`config.mk`:
```
export PLATFORM = sky130hd
export DESIGN_NAME = pwm_decoder
export DESIGN_NICKNAME = d
export VERILOG_FILES = /design/src/rtl/pwm_decoder.sv
export SDC_FILE = /design/constraint.sdc
export NUM_CORES = 1
export LEC_CHECK = 0
export ABC_AREA = 1
export CELL_PAD_IN_SITES_DETAIL_PLACEMENT = 2
export CELL_PAD_IN_SITES_GLOBAL_PLACEMENT = 2
export CORE_ASPECT_RATIO = 1.75
export CORE_UTILIZATION = 35
export DETAILED_ROUTE_END_ITERATION = 7
export PLACE_DENSITY = 0.79
export SYNTH_ARGS = -nofsm -noshare
export SYNTH_HDL_FRONTEND = slang
export SYNTH_SLANG_ARGS = --single-unit
export TNS_END_PERCENT = 50
```
`constraint.sdc`:
```
create_clock -name clk -period 4.5 [get_ports clk]
set_clock_uncertainty 0.15 [all_clocks]
set_input_delay 0.9 -clock clk [delete_from_list [all_inputs] [get_ports clk]]
set_output_delay 0.9 -clock clk [all_outputs]
set_load 0.005 [all_outputs]
```
`src/rtl/pwm_decoder.sv`:
```
// PWM input decoder: measures high time and period of pwm_in and divides them into a normalised duty.
// Optional stability filter on the synchronised input: define PWM_DEC_GLITCH_FILTER_EN.
module pwm_decoder #(
    parameter int CNT_W = 16,
    parameter int OUT_W = 8
) (
    input  logic             clk,
    input  logic             rst,
    input  logic             en,
    input  logic             pwm_in,
    output logic [OUT_W-1:0] duty,
    output logic [CNT_W-1:0] high_cnt,
    output logic [CNT_W-1:0] period_cnt,
    output logic             valid,
    output logic             stuck,
    output logic             overrun
);
    typedef enum logic [1:0] {IDLE, HIGH, LOW, STUCK} state_t;
    localparam logic [CNT_W-1:0] CNT_MAX = '1;
    localparam int STEP_W = $clog2(OUT_W + 1);
    localparam logic [STEP_W-1:0] LAST_STEP = STEP_W'(OUT_W - 1);

    logic sync1_q, sync2_q, s_prev_q, s, rise, fall;

    always_ff @(posedge clk) begin
        if (rst) begin
            sync1_q  <= 1'b0;
            sync2_q  <= 1'b0;
            s_prev_q <= 1'b0;
        end else begin
            sync1_q  <= pwm_in;
            sync2_q  <= sync1_q;
            s_prev_q <= s;
        end
    end

`ifdef PWM_DEC_GLITCH_FILTER_EN
    // Level only moves once three consecutive synchronised samples agree.
    logic [1:0] hist_q, hist_d;
    logic       filt_q, filt_d;
    always_comb begin
        hist_d = {hist_q[0], sync2_q};
        filt_d = (sync2_q == hist_q[0] && sync2_q == hist_q[1]) ? sync2_q : filt_q;
        s      = filt_d;
    end
    always_ff @(posedge clk) begin
        if (rst) begin
            hist_q <= '0;
            filt_q <= 1'b0;
        end else begin
            hist_q <= hist_d;
            filt_q <= filt_d;
        end
    end
`else
    always_comb s = sync2_q;
`endif

    assign rise = s & ~s_prev_q;
    assign fall = ~s & s_prev_q;

    state_t           state_q, state_d;
    logic [CNT_W-1:0] hcnt_q, hcnt_d, pcnt_q, pcnt_d, pcnt_inc;
    logic             publish, stuck_entry, busy_q;

    always_ff @(posedge clk) begin
        if (rst) begin
            state_q <= IDLE;
            hcnt_q  <= '0;
            pcnt_q  <= '0;
        end else begin
            state_q <= state_d;
            hcnt_q  <= hcnt_d;
            pcnt_q  <= pcnt_d;
        end
    end

    always_comb begin
        state_d  = state_q;
        hcnt_d   = hcnt_q;
        pcnt_d   = pcnt_q;
        publish  = 1'b0;
        pcnt_inc = pcnt_q + 1'b1;
        if (!en) begin
            state_d = IDLE;
            hcnt_d  = '0;
            pcnt_d  = '0;
        end else begin
            case (state_q)
                IDLE:  if (rise) begin state_d = HIGH; hcnt_d = CNT_W'(1); pcnt_d = CNT_W'(1); end
                       else pcnt_d = pcnt_inc;
                HIGH:  if (fall) begin state_d = LOW; pcnt_d = pcnt_inc; end
                       else begin hcnt_d = hcnt_q + 1'b1; pcnt_d = pcnt_inc; end
                LOW:   if (rise) begin
                           publish = 1'b1;
                           state_d = HIGH; hcnt_d = CNT_W'(1); pcnt_d = CNT_W'(1);
                       end else pcnt_d = pcnt_inc;
                STUCK: if (rise) begin state_d = HIGH; hcnt_d = CNT_W'(1); pcnt_d = CNT_W'(1); end
                       else if (fall) begin state_d = IDLE; hcnt_d = '0; pcnt_d = '0; end
                default: state_d = IDLE;
            endcase
            if (state_q != STUCK && pcnt_d == CNT_MAX) state_d = STUCK;
        end
    end

    always_comb begin
        stuck       = (state_q == STUCK);
        stuck_entry = (state_d == STUCK) && (state_q != STUCK);
        overrun     = publish && busy_q && !rst;
    end

    // Restoring divider: one quotient bit per cycle, OUT_W steps after load.
    logic [STEP_W-1:0] step_q, step_d;
    logic [CNT_W:0]    rem_q, rem_d, rem_sh, rem_nx;
    logic [CNT_W-1:0]  den_q, den_d, hh_q, hh_d, pp_q, pp_d;
    logic [OUT_W-1:0]  quo_q, quo_d, quo_nx;
    logic              busy_d, sat_q, sat_d, ge;
    logic [OUT_W-1:0]  duty_q, duty_d;
    logic [CNT_W-1:0]  high_q, high_d, period_q, period_d;
    logic              valid_q, valid_d;

    always_comb begin
        rem_sh   = {rem_q[CNT_W-1:0], 1'b0};
        ge       = rem_sh >= {1'b0, den_q};
        rem_nx   = ge ? rem_sh - {1'b0, den_q} : rem_sh;
        quo_nx   = {quo_q[OUT_W-2:0], ge};
        busy_d   = busy_q;
        step_d   = step_q;
        rem_d    = rem_q;
        den_d    = den_q;
        quo_d    = quo_q;
        sat_d    = sat_q;
        hh_d     = hh_q;
        pp_d     = pp_q;
        duty_d   = duty_q;
        high_d   = high_q;
        period_d = period_q;
        valid_d  = 1'b0;
        if (stuck_entry) begin
            busy_d   = 1'b0;
            duty_d   = s ? '1 : '0;
            high_d   = '0;
            period_d = '0;
            valid_d  = 1'b1;
        end else begin
            if (busy_q) begin
                rem_d  = rem_nx;
                quo_d  = quo_nx;
                step_d = step_q + 1'b1;
                if (step_q == LAST_STEP) begin
                    busy_d   = 1'b0;
                    valid_d  = 1'b1;
                    duty_d   = sat_q ? '1 : quo_nx;
                    high_d   = hh_q;
                    period_d = pp_q;
                end
            end
            if (publish && !busy_q) begin
                busy_d = 1'b1;
                step_d = '0;
                rem_d  = {1'b0, hcnt_q};
                den_d  = pcnt_q;
                quo_d  = '0;
                sat_d  = hcnt_q >= pcnt_q;
                hh_d   = hcnt_q;
                pp_d   = pcnt_q;
            end
        end
    end

    always_ff @(posedge clk) begin
        if (rst) begin
            busy_q   <= 1'b0;
            step_q   <= '0;
            rem_q    <= '0;
            den_q    <= '0;
            quo_q    <= '0;
            sat_q    <= 1'b0;
            hh_q     <= '0;
            pp_q     <= '0;
            duty_q   <= '0;
            high_q   <= '0;
            period_q <= '0;
            valid_q  <= 1'b0;
        end else begin
            busy_q   <= busy_d;
            step_q   <= step_d;
            rem_q    <= rem_d;
            den_q    <= den_d;
            quo_q    <= quo_d;
            sat_q    <= sat_d;
            hh_q     <= hh_d;
            pp_q     <= pp_d;
            duty_q   <= duty_d;
            high_q   <= high_d;
            period_q <= period_d;
            valid_q  <= valid_d;
        end
    end

    assign duty       = duty_q;
    assign high_cnt   = high_q;
    assign period_cnt = period_q;
    assign valid      = valid_q;
endmodule
```
==> summary.md <==
| Metric | Value |
|---|---|
| Setup Buffers After CTS | `0` |
| Syn. warnings | `0` |
| Crit-path max FO | `43` |
| Clk buf depth | `2` |
| Reg-to-reg startpoint | `s_prev_q` |
| Number of flops mapped to enable cells by yosys | `0` |
| Clock Sinks | `139` |
| First-pass GRT wire length | `41300 µm` |
| Drt first pass iters | `4` |
| Worst R2R End | `quo_q[6]` |
| Core area | `0.0203 mm²` |
| Req. time, crit path | `4.69 ns` |
| Power per cell area | `338 mW/mm²` |
| Slew headroom | `0.537` |
| Cell variety after synth | `45` |
| Fin crit share | `0.775` |
| Mapped Nets | `1081` |
| Fraction of registers with async set/reset | `0` |
| R2R cell count | `16` |
| WL/cell | `19.5 µm` |
| Max incr delay on CP | `0.53 ns` |
| Final-report hold violation count | `0` |
| Final setup violating endpoints | `0` |
| Yosys top cell area share | `0.386` |
| GRT Total Usage | `0.254` |
| Fin util | `0.421` |
| Final wirelength | `26000 µm` |
| Routability cong. | `0.866` |
| Skew-Pair Late Insertion Delay | `0.44 ns` |
| Actual slew at the worst max-slew pin | `0.693 ns` |
| Pwr Total | `2880 µW` |
| Vias in the first global route | `7784` |
| Initial antenna violation count | `0` |
| Slew Viols, Final | `0` |
| Share of layout cells above drive strength 1 | `0.0571` |
| CP cell instances | `inv_1, nand2_1, nand2_1, nand2_2, nand3_1, nand2_1, nand2_1, nor2_1, nand3_1, nor2_1, nand3_2, nand2_2, nand3_4, nand2_4, nand2_1, a21oi_1` |
| Ant diodes | `0` |
| Crit path arrival time | `3.68 ns` |
| Ranking of synthesized cells by area | `dfxtp_1 39%, nand2_1 13%, a21oi_1 6.7%` |
| Die Area | `0.0212 mm²` |
| Via count | `7066` |
| Final HPWL DP | `18800 µm` |
| Largest net degree at the start of global routing | `49` |
| Clock-pin slew on the worst setup and hold paths | `0.06 ns` |
| VDD IR-drop max | `0.296 mV` |
| # port buffers | `46` |
| Outcome | `completed` |
| Max-Cap Viols | `0` |
| PnR worst setup slack | `1.01 ns` |
| Ports | `47` |
| Mapped Area | `0.00722 mm²` |
| Vias/cell | `5.30` |
| Worst-path cell with the longest stage delay | `nand2_4` |
| Synth Instances | `1041` |
| Crit path launch type | `register` |
| Commonest cells post-synth | `246 x nand2_1, 139 x dfxtp_1, 129 x nor2_1, 118 x inv_1, 97 x a21oi_1` |
| Ys flop type | `dfxtp_1` |
| Inserted Clock Buffers | `17` |
| Register area share after synthesis | `0.386` |
| DIE HEIGHT | `192 µm` |
| Gr ovfl total | `0` |
| Critical path class | `register to register` |
| Standard-cell row count | `69` |
| Root buf cell | `clkbuf_16` |
| Lkg Pwr | `0.00353 µW` |
| Min Hold Slack | `0.261 ns` |
| Setup WS pre-CTS | `1.01 ns` |
| # DRC | `0` |
| Critical Path Sink | `quo_q[6]` |
| Worst Setup SP | `s_prev_q` |
| Hold_buf cts | `0` |
| Final TNS setup | `0 ns` |
| Area leader, netlist | `dfxtp_1` |
| Starting Density | `0.356` |
| Syn Area/Cell | `6.93 µm²` |
| ANT nets after route | `0` |
| CTS tree | `built` |
| RSZ-0062 raised after global routing | `no` |
| #FFs+latches synth | `139` |
| Worst Hold Class | `register to register` |
| Final Net Count | `1113` |
| Most frequent CP cell | `nand2_1` |
| Initial DRC count | `235` |
| Die Width | `111 µm` |
| R2r setup slk | `1.01 ns` |
| Worst setup EP type | `register` |
| Tmin final | `3.49 ns` |
| Count leader, synth | `nand2_1` |
| Area Growth Syn to Fin | `18.3%` |
| Fmax | `0.287 GHz` |
| PostCTS Resize Cnt | `0` |
| H-tree Lvls | `4` |
-- state kept, by name, indices dropped and copies added (netlist names) --
register,cells
sat_q,1
s,1
pp_q,16
high_cnt,16
state_q,2
hcnt_q,16
period_cnt,16
busy_q,1
step_q,4
quo_q,7
s_prev_q,1
hh_q,16
duty,8
sync1_q,1
pcnt_q,16
rem_q,16
valid,1
-- worst min path at each step --
stage	start	to	slack, ns	cells after the start
finish	sync1_q	s	0.26	2
global route	sync1_q	s	0.28	2
CTS	sync1_q	s	0.27	2
detailed placement	sync1_q	s	0.25	2
global placement	sync1_q	s	0.25	2
floorplan	sync1_q	s	0.24	2
-- report_power, final --
| part | total (µW) | switching, µW | leakage [µW] | internal (µW) |
|---|---|---|---|---|
| Sequential | 1240 | 3.18 | 0.00112 | 1230 |
| Clock | 1580 | 582 | 0.000306 | 1000 |
| Combinational | 62.2 | 47.0 | 0.00211 | 15.2 |
-- layer usage --
metal  track usage  vias to the layer above  wire length (µm)
met3        0.0366                       35               345
met4        0.0913                        0               631
met1         0.251                     3508              9870
li1              -                     3455                 -
met5             0                        -                 0
met2         0.525                       68             15100
-- critical path, delay by kind of cell (launching register included) --
family	cells	cell delay, ns
buf+inv	1	0.07
simple gates	14	2.60
compound gates	1	0.20
flops	1	0.36
-- area by class of cell --
type                            count  area, µm²
Clock buffer                       19        443
Timing Repair Buffer               55        541
Clock inverter                     13        215
Multi-Input combinational cell    736       3780
Inverter                          124        465
Sequential cell                   139       2780
Tap cell                          248        310
Fill cell                        2437      11800
-- per-stage QoR --
step	instances	instance area, µm²
finish	1334	8530
CTS	1334	8530
floorplan	1041	7220
global placement	1302	7880
detailed placement	1302	7880
global route	1334	8530
-- cells by family (layout without fill, tap and decap cells) --
| family | Yosys count | in the layout | share of synthesized area |
|---|---|---|---|
| AOI/OAI and AO/OA | 213 | 213 | 0.166 |
| xor gates and xnor gates | 16 | 16 | 0.0194 |
| adders and majority gates | 36 | 36 | 0.0635 |
| buffers and inverters | 166 | 211 | 0.0922 |
| DFF | 139 | 139 | 0.386 |
| and+or+nand+nor | 471 | 471 | 0.273 |
-- layout by cell type, fill, tap and decap left out, types with 3 or more instances in the layout --
cell,n
nand3_1,58
clkbuf_16,17
a211oi_1,18
ha_1,35
a21oi_1,97
a21o_1,3
o21ai_0,70
nor3_1,11
nand2_1,246
buf_4,8
inv_1,118
clkinv_4,3
o2111ai_1,8
nand4_1,9
clkinvlp_4,4
nand3b_1,4
bufinv_16,5
nor2_1,127
clkdlybuf4s50_1,46
xnor2_1,4
nor4_1,3
xor2_1,12
dfxtp_1,139
inv_2,6
nand2_2,4
Note: power is estimated with default switching activity, not from simulation.
